`src/rtl/conv_pkg.sv`:
```
// conv_pkg
// Shared definitions for the convolution sequencer and conv_blk:
//   - seq_state_t     : sequencer FSM state encoding
//   - FM_WIDTH, W_WIDTH, ACC_WIDTH : default datapath widths
//   - calc_out_size() : output feature-map side length for a given geometry
//   - addr_bits()     : address width needed to index 'depth' words (min 1)
package conv_pkg;

    localparam int FM_WIDTH  = 30;
    localparam int W_WIDTH   = 18;
    localparam int ACC_WIDTH = 48;

    typedef enum logic [2:0] {
        ST_IDLE   = 3'd0,
        ST_LOAD_W = 3'd1,
        ST_STREAM = 3'd2,
        ST_DRAIN  = 3'd3,
        ST_DONE   = 3'd4
    } seq_state_t;

    function automatic int calc_out_size(input int fm_size, input int kernel_size,
                                         input int padding, input int stride);
        return ((fm_size - kernel_size + 2 * padding) / stride) + 1;
    endfunction

    function automatic int addr_bits(input int depth);
        return (depth > 1) ? $clog2(depth) : 1;
    endfunction

endpackage

```
`src/rtl/conv_seq_addr_gen.sv`:
```
// conv_seq_addr_gen
// Up-counter with clear, enable and terminal-count flag. Counting stops at
// TERMINAL (never wraps); i_clr returns it to zero.
// Ports:
//   i_clk   clock
//   i_rst   synchronous active-low reset
//   i_clr   synchronous clear to 0 (wins over i_en)
//   i_en    count enable
//   o_cnt   current count
//   o_tc    high while o_cnt == TERMINAL
module conv_seq_addr_gen #(
    parameter int WIDTH    = 4,
    parameter int TERMINAL = 8
) (
    input  logic             i_clk,
    input  logic             i_rst,
    input  logic             i_clr,
    input  logic             i_en,
    output logic [WIDTH-1:0] o_cnt,
    output logic             o_tc
);

    localparam logic [WIDTH-1:0] TC_VAL = WIDTH'(TERMINAL);

    logic [WIDTH-1:0] cnt_reg;

    always_ff @(posedge i_clk) begin
        if (!i_rst) begin
            cnt_reg <= '0;
        end else if (i_clr) begin
            cnt_reg <= '0;
        end else if (i_en && (cnt_reg != TC_VAL)) begin
            cnt_reg <= cnt_reg + 1'b1;
        end
    end

    assign o_cnt = cnt_reg;
    assign o_tc  = (cnt_reg == TC_VAL);

endmodule

```
`src/rtl/conv_seq_ctrl.sv`:
```
// conv_seq_ctrl
// Sequences one conv_blk pass: reads K*K weights from the weight BRAM into
// conv_blk, streams the FM BRAM into conv_blk, and writes every conv_blk
// result to the out-FM BRAM. One pass per accepted i_start.
// Optional build macro: CONV_SEQ_CTRL_PERF_EN adds o_cycle_cnt (busy cycles
// of the last/current pass, saturating at 2^32-1).
// Ports:
//   i_clk, i_rst (sync, active-low)
//   i_start        start pulse, sampled in IDLE only
//   o_busy/o_done  pass in progress / one-cycle end-of-pass pulse
//   o_err          sticky: result seen outside the capture window or overflow
//   o_w_addr,  i_w_rdata   weight BRAM (1-cycle read latency)
//   o_fm_addr, i_fm_rdata  FM BRAM (1-cycle read latency)
//   o_weight_data, o_fm_data, o_go          to conv_blk
//   i_conv_en, i_conv_result                from conv_blk
//   o_wr_en, o_wr_addr, o_wr_data           out-FM BRAM write port
//   o_cycle_cnt    (CONV_SEQ_CTRL_PERF_EN only)
module conv_seq_ctrl #(
    parameter int KERNEL_SIZE = 3,
    parameter int FM_SIZE     = 252,
    parameter int PADDING     = 0,
    parameter int STRIDE      = 1,
    parameter int FM_WIDTH    = conv_pkg::FM_WIDTH,
    parameter int W_WIDTH     = conv_pkg::W_WIDTH,
    parameter int ACC_WIDTH   = conv_pkg::ACC_WIDTH,
    localparam int OUT_SIZE   = conv_pkg::calc_out_size(FM_SIZE, KERNEL_SIZE, PADDING, STRIDE),
    localparam int W_AW       = conv_pkg::addr_bits(KERNEL_SIZE * KERNEL_SIZE),
    localparam int FM_AW      = conv_pkg::addr_bits(FM_SIZE * FM_SIZE),
    localparam int WR_AW      = conv_pkg::addr_bits(OUT_SIZE * OUT_SIZE)
) (
    input  logic                        i_clk,
    input  logic                        i_rst,
    input  logic                        i_start,
    output logic                        o_busy,
    output logic                        o_done,
    output logic                        o_err,
    output logic [W_AW-1:0]             o_w_addr,
    input  logic [W_WIDTH-1:0]          i_w_rdata,
    output logic [FM_AW-1:0]            o_fm_addr,
    input  logic [FM_WIDTH-1:0]         i_fm_rdata,
    output logic [W_WIDTH-1:0]          o_weight_data,
    output logic [FM_WIDTH-1:0]         o_fm_data,
    output logic                        o_go,
    input  logic                        i_conv_en,
    input  logic signed [ACC_WIDTH-1:0] i_conv_result,
    output logic                        o_wr_en,
    output logic [WR_AW-1:0]            o_wr_addr,
    output logic [ACC_WIDTH-1:0]        o_wr_data
`ifdef CONV_SEQ_CTRL_PERF_EN
    ,
    output logic [31:0]                 o_cycle_cnt
`endif
);

    import conv_pkg::*;

    localparam int W_LAST    = KERNEL_SIZE * KERNEL_SIZE - 1;
    localparam int FM_LAST   = FM_SIZE * FM_SIZE - 1;
    localparam int RES_TOTAL = OUT_SIZE * OUT_SIZE;
    localparam int RC_W      = $clog2(RES_TOTAL + 1);

    seq_state_t state_reg, state_next;

    logic                 start_acc;
    logic                 w_tc, fm_tc, rc_tc;
    logic [RC_W-1:0]      rc_cnt;
    logic                 capture_win;
    logic                 res_accept;
    logic                 res_reject;

    logic [W_WIDTH-1:0]   weight_reg;
    logic [FM_WIDTH-1:0]  fm_reg;
    logic                 stream_d1_reg;
    logic                 go_reg;
    logic                 wr_en_reg;
    logic [WR_AW-1:0]     wr_addr_reg;
    logic [ACC_WIDTH-1:0] wr_data_reg;
    logic                 err_reg;

    assign start_acc   = (state_reg == ST_IDLE) && i_start;
    assign capture_win = (state_reg == ST_STREAM) || (state_reg == ST_DRAIN);
    // Results are only taken inside the capture window and until the
    // expected count is reached; anything else is flagged, never written.
    assign res_accept  = i_conv_en && capture_win && !rc_tc;
    assign res_reject  = i_conv_en && !res_accept;

    conv_seq_addr_gen #(.WIDTH(W_AW), .TERMINAL(W_LAST)) u_w_addr (
        .i_clk (i_clk),
        .i_rst (i_rst),
        .i_clr (start_acc),
        .i_en  (state_reg == ST_LOAD_W),
        .o_cnt (o_w_addr),
        .o_tc  (w_tc)
    );

    conv_seq_addr_gen #(.WIDTH(FM_AW), .TERMINAL(FM_LAST)) u_fm_addr (
        .i_clk (i_clk),
        .i_rst (i_rst),
        .i_clr (start_acc),
        .i_en  (state_reg == ST_STREAM),
        .o_cnt (o_fm_addr),
        .o_tc  (fm_tc)
    );

    conv_seq_addr_gen #(.WIDTH(RC_W), .TERMINAL(RES_TOTAL)) u_res_cnt (
        .i_clk (i_clk),
        .i_rst (i_rst),
        .i_clr (start_acc),
        .i_en  (res_accept),
        .o_cnt (rc_cnt),
        .o_tc  (rc_tc)
    );

    always_comb begin
        state_next = state_reg;
        case (state_reg)
            ST_IDLE:   if (i_start) state_next = ST_LOAD_W;
            ST_LOAD_W: if (w_tc)    state_next = ST_STREAM;
            ST_STREAM: if (fm_tc)   state_next = ST_DRAIN;
            ST_DRAIN:  if (rc_tc)   state_next = ST_DONE;
            ST_DONE:                state_next = ST_IDLE;
            default:                state_next = ST_IDLE;
        endcase
    end

    always_ff @(posedge i_clk) begin
        if (!i_rst) begin
            state_reg     <= ST_IDLE;
            weight_reg    <= '0;
            fm_reg        <= '0;
            stream_d1_reg <= 1'b0;
            go_reg        <= 1'b0;
            wr_en_reg     <= 1'b0;
            wr_addr_reg   <= '0;
            wr_data_reg   <= '0;
            err_reg       <= 1'b0;
        end else begin
            state_reg     <= state_next;
            weight_reg    <= i_w_rdata;
            fm_reg        <= i_fm_rdata;
            // An FM address issued in cycle c is on i_fm_rdata in c+1 and on
            // o_fm_data in c+2; go follows the same two-stage delay so it
            // rises together with pixel 0.
            stream_d1_reg <= (state_reg == ST_STREAM);
            if ((state_next == ST_DONE) || (state_next == ST_IDLE)) begin
                go_reg <= 1'b0;
            end else if (stream_d1_reg) begin
                go_reg <= 1'b1;
            end
            wr_en_reg <= res_accept;
            if (res_accept) begin
                wr_addr_reg <= rc_cnt[WR_AW-1:0];
                wr_data_reg <= i_conv_result;
            end
            if (res_reject) begin
                err_reg <= 1'b1;
            end else if (start_acc) begin
                err_reg <= 1'b0;
            end
        end
    end

    assign o_busy        = (state_reg != ST_IDLE);
    assign o_done        = (state_reg == ST_DONE);
    assign o_err         = err_reg;
    assign o_weight_data = weight_reg;
    assign o_fm_data     = fm_reg;
    assign o_go          = go_reg;
    assign o_wr_en       = wr_en_reg;
    assign o_wr_addr     = wr_addr_reg;
    assign o_wr_data     = wr_data_reg;

`ifdef CONV_SEQ_CTRL_PERF_EN
    logic [31:0] cycle_cnt_reg;

    always_ff @(posedge i_clk) begin
        if (!i_rst) begin
            cycle_cnt_reg <= '0;
        end else if (start_acc) begin
            cycle_cnt_reg <= '0;
        end else if ((state_reg != ST_IDLE) && (cycle_cnt_reg != 32'hFFFF_FFFF)) begin
            cycle_cnt_reg <= cycle_cnt_reg + 32'd1;
        end
    end

    assign o_cycle_cnt = cycle_cnt_reg;
`endif

endmodule

```
`config.mk`:
```
export PLATFORM = sky130hd
export DESIGN_NAME = conv_seq_ctrl
export DESIGN_NICKNAME = d
export VERILOG_FILES = /design/src/rtl/conv_pkg.sv /design/src/rtl/conv_seq_addr_gen.sv /design/src/rtl/conv_seq_ctrl.sv
export SDC_FILE = /design/constraint.sdc
export NUM_CORES = 1
export LEC_CHECK = 0
export CELL_PAD_IN_SITES_DETAIL_PLACEMENT = 1
export CELL_PAD_IN_SITES_GLOBAL_PLACEMENT = 2
export CORE_ASPECT_RATIO = 1.75
export CORE_UTILIZATION = 24
export DETAILED_ROUTE_END_ITERATION = 10
export PLACE_DENSITY = 0.89
export SYNTH_ARGS = -nofsm -noshare
export SYNTH_HDL_FRONTEND = slang
export SYNTH_SLANG_ARGS = --single-unit
```
`constraint.sdc`:
```
create_clock -name i_clk -period 2.1 [get_ports i_clk]
set_input_delay 0.315 -clock i_clk [delete_from_list [all_inputs] [get_ports i_clk]]
set_output_delay 0.315 -clock i_clk [all_outputs]
set_load 0.03 [all_outputs]
```
After elaboration in Yosys (flattened, before gate mapping)
Index checks and enable logic that the tools add are counted.
{"block": "word_totals", "ff_bits": 155, "out_inout_bits": 137}
{"block": "op_classes", "reduce_logical": 17, "mux": 7, "bitwise": 1, "eq_ne": 11, "addsub": 3}
{"op": "$add 16x1->16 const B", "n": 2}
{"op": "$eq 16x16->1 const B", "n": 2}
{"op": "$ne 16x16->1 const B", "n": 2}
{"op": "$mux 3", "n": 4}
{"op": "$pmux 3 s4", "n": 1}
{"op": "$logic_and 1x1->1", "n": 7}
{"op": "$eq 3x2->1 const B", "n": 2}
{"op": "$eq 3x3->1 const B", "n": 2}
{"op": "$logic_not 3->1", "n": 2}
{"op": "$add 4x1->4 const B", "n": 1}
{"op": "$eq 4x4->1 const B", "n": 1}
{"op": "$ne 4x4->1 const B", "n": 1}
{"op": "$reduce_or 2->1", "n": 2}
{"op": "$eq 3x1->1 const B", "n": 1}
{"op": "$reduce_bool 3->1", "n": 1}
{"op": "$logic_not 1->1", "n": 2}
{"op": "$logic_or 1x1->1", "n": 2}
{"op": "$mux 1", "n": 2}
{"op": "$reduce_bool 2->1", "n": 1}
{"op": "$not 1->1", "n": 1}

Logic depth before layout (Yosys ltp)
Gate-level depths: netlist of run 1.
{"block": "depth", "ltp_word": 7, "ltp_mapped": 10, "depth_no_buf": 7}

Hierarchy
Synthesis of run 1 repeated with hierarchy kept, for this count alone.
{"block": "hier_totals", "hier_cells": 633, "hier_area_um2": 6462.4}
{"mod": "conv_seq_ctrl", "area_per_inst_um2": 4609.4, "cells_per_inst": 420, "seq_area_each_um2": 2382.3, "instances": 1}
{"mod": "conv_seq_addr_gen (u_res_cnt)", "area_per_inst_um2": 833.3, "cells_per_inst": 97, "seq_area_each_um2": 320.3, "instances": 1}
{"mod": "conv_seq_addr_gen (u_fm_addr)", "area_per_inst_um2": 802.0, "cells_per_inst": 91, "seq_area_each_um2": 320.3, "instances": 1}
{"mod": "conv_seq_addr_gen (u_w_addr)", "area_per_inst_um2": 217.7, "cells_per_inst": 25, "seq_area_each_um2": 80.1, "instances": 1}

Worst setup path before layout of run 1
OpenSTA, ideal clock, no wires.
{"block": "synth_path", "kind": "reg2reg", "from": "register u_w_addr.cnt_reg[0], in the netlist u_w_addr.o_cnt[0]", "to": "register u_w_addr.cnt_reg[3], in the netlist u_w_addr.o_cnt[3]", "stages_incl_launch_ff": 8, "t_arrival_ns": 1.862, "setup_slack_ns": 0.121, "n_path_buf": 0, "t_required_ns": 1.983, "setup_ns": 0.117, "path_cell_list": "dfxtp_1 inv_1 ha_1 and3b_1 nor4b_1 nand4_1 xor2_1 nor2_1"}
{"block": "synth_between", "elab_chain_len": 2}
{"element": "from (decl)", "line_no": "conv_seq_addr_gen.sv:25", "text": "logic [WIDTH-1:0] cnt_reg;"}
{"element": "from (signal assigned)", "line_no": "conv_seq_addr_gen.sv:33", "text": "cnt_reg <= cnt_reg + 1'b1;"}
{"element": "branches (longest 2 deep; another with $add 4x1->4)"}
Parallel ways; which one is timed is not known.
A chain may end at the register's enable or synchronous reset.

Worst setup path in the final report of run 1
{"block": "layout_path", "from": "register state_reg[1]", "to": "output o_busy"}
{"block": "layout_between", "elab_chain_len": 1}
{"element": "from (decl)", "line_no": "conv_seq_ctrl.sv:62", "text": "seq_state_t state_reg, state_next;"}
{"element": "from (signal assigned)", "line_no": "conv_seq_ctrl.sv:138", "text": "state_reg <= state_next;"}
{"element": "$reduce_bool 3->1", "line_no": "conv_seq_ctrl.sv:163", "text": "assign o_busy = (state_reg != ST_IDLE);"}
{"element": "to (decl)", "line_no": "conv_seq_ctrl.sv:34", "text": "output logic o_busy,"}
No other way between the ends.

==> flow_metrics.tcl, run 1 <==
set metrics [dict create \
    vias 5224 \
    drcViolationCount 0 \
    syn-num-nets 727 \
    synth_area_mm2 0.00569 \
    coreArea_mm2 0.0233 \
    hpwl_um 13600 \
    clock_skew_ps 6.19 \
    outcome "finished, final reports clean" \
    worst_pin_slew_ps 491 \
    fmax_mhz 501 \
    relSlewSlack_pct 67.3 \
    power.switching_w 0.00150 \
    power.internal_w 0.00551 \
    synth_top_flop_cell "dfxtp_1" \
    place_area_mm2 0.00860 \
    dr.first_iter.drc_count 150 \
    tns_ps 0 \
    viasPerCell 4.38 \
    final_util_pct 39.8 \
    peakVddDrop_v 0.000560 \
    path_class "flop to output pin" \
    setup_violations 0 \
    place_ws_ps -95.1 \
    fin_hold_ws_ps 390 \
    die_area_mm2 0.0243 \
    hold_violations 0 \
    ioPinCount 237 \
    grt_pass1_wl_um 28500 \
    largest_reg_flops 48 \
    clock-root-buffer "clkbuf_16" \
    syn_to_final_growth_pct 63.4 \
    cp_data_arrival_time_ps 1680 \
    grt_pass1_vias 5367 \
    wl_um 18300 \
    fp-row-count 74 \
    drv_cap 0 \
    syn_avg_cell_area_um2 9.14 \
    grt_antenna_before_repair 0 \
    first_pass_iters 4 \
    grt_setup_unrepaired "no" \
    start_util_pct 24.4 \
    final_common_cell "clkdlybuf4s50_1" \
    final_nets 980 \
    synth_warnings 0 \
    cp.required_ps 1780 \
    wl_per_cell_um 15.3 \
    clk_latency_ps 440 \
    layout_min_cycle_time_ps 2000 \
    cts_sinks 155 \
    crit_fanout 12 \
    cts_max_path_buffers 2 \
    final_cell_mix "233 x clkdlybuf4s50_1, 155 x dfxtp_1, 150 x nand2_1, 51 x and2_1, 37 x nor2_1" \
    finalMaxSlewViolations 0 \
    pwr-share-seq_pct 43.0 \
    clk_pin_slew_worst_paths_ps 60 \
    end_kind "output pin" \
    powerDensity_mw_per_mm2 754 \
    r2r_cells 9 \
    pwr-share-clk_pct 49.2 \
    seq_area_frac_synth_pct 54.6 \
    netlist_instances 622 \
    numCtsBuffers 17 \
    cts_max_level 4 \
    cts-hold-fix-buffers 0 \
    timing.final.ws_setup_ps 105 \
    synth.area.top_cells "dfxtp_1 55%, nand2_1 9.9%, and2_1 5.6%" \
    ys_seq_elements 155 \
    track_usage_pct 15.5 \
    final_layout_size_suffix_gt1_share_pct 8.33 \
    portBuffers 236 \
    hold_depth 2 \
    period_share_pct 95.0 \
    ys_async_sr_fraction_pct 0 \
    hold_class "input pin to flop" \
    p_leak_nw 3.29 \
    critPathLaunchType "flop" \
    drt.antenna.violating_nets 0 \
    yosysTopAreaCell "dfxtp_1" \
    synth_edf_count 0 \
    grt_overflow_total 0 \
    sw_frac_of_total_pct 21.4 \
    yosysTopAreaCellShare_pct 54.6 \
    stdcell_area_mm2 0.00930 \
    die_h_um 206 \
    combPwrFrac_pct 7.8 \
    cts_tree "done" \
    ys_types 39 \
    place_congestion 0.787 \
    fp.dieW_um 118 \
    grt_max_degree 64 \
]
[routing by layer]
layer | wire (um) | up-vias | part of all wire [%] | global-route usage (%)
li1 | - | 2542 | - | -
met1 | 6590 | 2481 | 36 | 15.0
met2 | 10000 | 164 | 55 | 28.4
met3 | 1020 | 37 | 5.6 | 5.21
met4 | 643 | 0 | 3.5 | 8.86
met5 | 0 | - | 0 | 0
[path summary, 6_finish.rpt]
check / start / end / slack (ps)
max: state_reg[1] / o_busy / 100
min: i_rst / o_err / 390
max reg2reg: u_res_cnt.o_cnt[0] / u_res_cnt.o_cnt[5] / 210
min reg2reg: o_wr_data[30] / o_wr_data[30] / 450
[cells by family after synthesis]
kind of cell	synth area share (%)
AND/OR/NAND/NOR	26.4
adder cells (fa/ha/maj)	1.10
flip-flops	54.6
buffers and inverters	3.30
AO/OA/AOI/OAI	10.2
XOR/XNOR	4.47
[cell type report]
class | instances | area (um2)
multi-input cells | 424 | 2420
fillers | 2702 | 14000
well taps | 304 | 380
flip-flops and latches | 155 | 3100
clock buffers | 21 | 470
inverters | 6 | 22.5
clock inverters | 11 | 189
repair buffers | 271 | 2710
diodes | 1 | 2.50
[power groups by stage]
stage          combinational (W)  sequential (W)  clock, W
6_report                0.000550         0.00301   0.00345
5_1_grt                 0.000584         0.00302   0.00368
4_1_cts                 0.000558         0.00301   0.00355
3_5_place_dp            0.000556         0.00308         0
3_3_place_gp            0.000550         0.00308         0
2_1_floorplan           0.000109         0.00318         0
[through the flow]
| stage | cells | power [W] |
|---|---|---|
| global placement | 1159 | 0.00363 |
| CTS | 1191 | 0.00712 |
| floorplan | 622 | 0.00329 |
| global route | 1192 | 0.00728 |
| detailed placement | 1159 | 0.00364 |
| finish | 1193 | 0.00701 |
[worst max-delay path: stages (launching register included)]
cell and delay (ps):
dfxtp_1 320, buf_4 170, or3_1 390, dlygate4sd2_1 360
[Yosys cell counts (11+ instances only)]
cell type  instances
nand2_1          150
nand3_1           15
a21boi_0          36
a21boi_1          28
xor2_1            17
buf_2             18
clkbuf_1          18
and2_1            51
nor2_1            38
xnor2_1           12
dfxtp_1          155
nand4_1           11
[what timing repair did]
| action | 4_1_cts | 5_1_grt |
|---|---|---|
| endpoints found under the hold margin | 0 | 0 |
| setup buffers | 0 | 1 |
| resized for setup | 2 | 2 |
| setup endpoints to repair | 2 | 6 |
| pin swaps | 0 | 1 |
No activity file was read; power rests on OpenSTA's default activity.
==> run 2: changes to the inputs <==
--- a/config.mk
+++ b/config.mk
@@ -8,9 +8,11 @@
 export CELL_PAD_IN_SITES_DETAIL_PLACEMENT = 1
 export CELL_PAD_IN_SITES_GLOBAL_PLACEMENT = 2
 export CORE_ASPECT_RATIO = 1.75
-export CORE_UTILIZATION = 24
+export CORE_UTILIZATION = 27
 export DETAILED_ROUTE_END_ITERATION = 10
-export PLACE_DENSITY = 0.89
+export PLACE_DENSITY = 0.91
 export SYNTH_ARGS = -nofsm -noshare
 export SYNTH_HDL_FRONTEND = slang
+export SYNTH_HIERARCHICAL = 1
 export SYNTH_SLANG_ARGS = --single-unit
+export TNS_END_PERCENT = 30
==> run 2 against run 1 <==
Compared with the run above: the flow now finishes with violations (negative setup slack); clock skew hardly changed; clock-buffer cell count fell by 1; area after synthesis grew 14%; register-to-register slack got worse by 380 ps; combinational power up 3.8%; sequential cell count stayed put; synthesized cell count increased by 1.8%; routed wire length is 12% higher; worst hold slack got worse by 100 ps; largest power group unchanged.
==> flow_metrics.tcl, run 2 <==
set metrics [dict create \
    place_ws_ps -166 \
    syn_avg_cell_area_um2 10.2 \
    path_class "flop to flop" \
    grt_setup_unrepaired "yes" \
    setup_violations 27 \
    largest_reg_flops 48 \
    r2r_cells 9 \
    sw_frac_of_total_pct 23.1 \
    combPwrFrac_pct 8.5 \
    fillers 2583 \
    ys_types 60 \
    cts-hold-fix-buffers 0 \
    cp.required_ps 2470 \
    drt.antenna.violating_nets 0 \
    start_util_pct 27.6 \
    synth.area.top_cells "dfxtp_1 48%, nand3_2 9.9%, o21ai_2 8.7%" \
    clock_skew_ps 5.98 \
    slowest_delay_ps 420 \
    syn-num-nets 738 \
    synthAdderAreaFrac_pct 0.968 \
    peakVddDrop_v 0.000573 \
    hold_class "input pin to flop" \
    synth_area_mm2 0.00646 \
    cts_tree "done" \
    final_nets 1008 \
    coreArea_mm2 0.0234 \
    ys_seq_elements 155 \
    place_area_mm2 0.00925 \
    place_congestion 0.772 \
    outcome "finished, violations left" \
    path_cells "inv_4 -> ha_4 -> nor4bb_4 -> and4_4 -> and4bb_4 -> nand3_2 -> or4_4 -> or3_4 -> a21oi_2" \
    yosysTopAreaCell "dfxtp_1" \
    cp_slowest_cell "or4_4" \
    yosysTopAreaCellShare_pct 48.0 \
    cp_data_arrival_time_ps 2650 \
    vias 5567 \
    first_pass_iters 5 \
    synth_top_family_by_area "simple AND/OR/NAND/NOR gates" \
    clk_latency_ps 440 \
    period_share_pct 108 \
    synth_most_common_cell "dfxtp_1" \
    portBuffers 236 \
    powerDensity_mw_per_mm2 659 \
    crit_fanout 4 \
    cts_max_level 4 \
    synthSimpleGateAreaFrac_pct 29.9 \
    track_usage_pct 16.0 \
    grt_overflow_total 0 \
    min_to "o_wr_data[4]" \
    pwr-share-seq_pct 44.7 \
    synth_top_flop_cell "dfxtp_1" \
    grt_antenna_before_repair 1 \
    dr.first_iter.drc_count 215 \
    critPathLaunchType "flop" \
    wl_per_cell_um 16.7 \
    ys_async_sr_fraction_pct 0 \
    synth_common_cells "155 x dfxtp_1, 84 x nand2_1, 64 x nand3_2, 64 x o21ai_2, 50 x and2_1" \
    hold_violations 0 \
    die_h_um 207 \
    power.internal_w 0.00518 \
    clk_pin_slew_worst_paths_ps 60 \
    end_kind "flop" \
    min-delay-start "i_rst" \
    fp-row-count 74 \
    violations "negative setup slack" \
    ioPinCount 237 \
    stdcell_area_mm2 0.0102 \
    synth-xor-area-share_pct 2.17 \
    relSlewSlack_pct 61.1 \
    timing.final.ws_setup_ps -172 \
    hold_depth 3 \
    final_common_cell "clkdlybuf4s50_1" \
    synth_edf_count 0 \
    synth_warnings 6 \
    grt_pass1_wl_um 30100 \
    grt_max_degree 98 \
    cp.depth 9 \
    drcViolationCount 0 \
    r2r_start "u_res_cnt/o_cnt[0]" \
    die_area_mm2 0.0246 \
    fmax_mhz 440 \
    seq_area_frac_synth_pct 48.0 \
    final_cell_mix "233 x clkdlybuf4s50_1, 152 x dfxtp_1, 82 x nand2_1, 66 x nand3_2, 64 x o21ai_2" \
    p_leak_nw 3.62 \
    viasPerCell 4.56 \
    netlist_instances 633 \
    r2r_end "u_res_cnt/o_cnt[11]" \
    rrSetupSlack_ps -170 \
    power.switching_w 0.00156 \
    numCtsBuffers 17 \
    hpwl_um 14100 \
    crit_family "simple AND/OR/NAND/NOR gates" \
    synthMuxAreaShare_pct 0.658 \
    final_layout_size_suffix_gt1_share_pct 28.6 \
    pwr-share-clk_pct 46.8 \
    layout_min_cycle_time_ps 2270 \
    syn_to_final_growth_pct 58.2 \
    drv_cap 0 \
    fp.dieW_um 119 \
    cts_sinks 155 \
    synth_compound_area_share_pct 12.2 \
    clock-root-buffer "clkbuf_16" \
    worst_pin_slew_ps 582 \
    crit_buf_inv 1 \
    wl_um 20400 \
    grt_pass1_vias 5765 \
    cts_max_path_buffers 2 \
    finalMaxSlewViolations 0 \
]
-- run 2: worst max-delay path by stage --
stage                  startpoint                   to  slack [ps]
4_1_cts        u_res_cnt/o_cnt[0]  u_res_cnt/o_cnt[11]        -170
5_1_grt        u_res_cnt/o_cnt[0]  u_res_cnt/o_cnt[11]        -230
6_report       u_res_cnt/o_cnt[0]  u_res_cnt/o_cnt[11]        -170
3_3_place_gp   u_res_cnt/o_cnt[0]  u_res_cnt/o_cnt[11]        -100
2_1_floorplan  u_res_cnt/o_cnt[0]  u_res_cnt/o_cnt[11]        -560
3_5_place_dp   u_res_cnt/o_cnt[0]  u_res_cnt/o_cnt[11]        -170
-- run 2: per-stage QoR --
step / cells / util, % / TNS [ps] / total power [W] / hold WS [ps]
after floorplan: 633 / - / -3740 / 0.00331 / 436
after detailed placement: 1171 / 39.5 / -1540 / 0.00365 / 451
after global placement: 1171 / 39.5 / -166 / 0.00364 / 445
final: 1221 / 43.6 / -1570 / 0.00674 / 290
after global routing: 1220 / 43.6 / -4480 / 0.00699 / 285
after CTS: 1210 / 42.4 / -251 / 0.00685 / 263
-- run 2: kinds of logic (layout without fill, tap and decap cells) --
group | count (synthesis) | after routing
AOI/OAI and AO/OA | 102 | 102
xor gates and xnor gates | 16 | 16
adders and majority gates | 5 | 5
buffers and inverters | 54 | 337
DFF | 155 | 155
muxes | 3 | 3
other | 0 | 1
and+or+nand+nor | 298 | 298
-- run 2: power groups by stage --
stage               clock [W]  combinational [W]  sequential, W
floorplan                   0           0.000134        0.00318
detailed placement          0           0.000571        0.00308
global route          0.00337           0.000604        0.00302
finish                0.00315           0.000571        0.00301
CTS                   0.00326           0.000573        0.00301
global placement            0           0.000561        0.00308
-- run 2: metal layers --
layer	vias to the layer above	GRT usage [%]	share of wire (%)
met1	2672	15.1	36
li1	2719	-	-
met5	-	0	0
met4	0	8.32	3.2
met2	132	31.5	58
met3	44	3.71	3.1
-- run 2: tightest hold or removal path: cells and delay by family --
family / cells / cell delay (ps)
buffers and inverters: 1 / 180
AO/OA/AOI/OAI: 1 / 40
AND/OR/NAND/NOR: 1 / 120
-- run 2: timing repair --
| item | in CTS | in global routing |
|---|---|---|
| pin swaps | 9 | 17 |
| setup endpoints to repair | 68 | 82 |
| setup buffers | 7 | 6 |
| resized for setup | 12 | 32 |
| cloned | 0 | 4 |
-- run 2: area by class of cell --
| cell class | instances | area, um2 | area share, % |
|---|---|---|---|
| well taps | 304 | 380 | 3.72 |
| clock inverters | 12 | 146 | 1.43 |
| flip-flops and latches | 155 | 3110 | 30.4 |
| clock buffers | 20 | 447 | 4.37 |
| repair buffers | 294 | 2970 | 29.0 |
| diodes | 1 | 2.50 | 0.0245 |
| inverters | 11 | 43.8 | 0.428 |
| multi-input cells | 424 | 3130 | 30.6 |
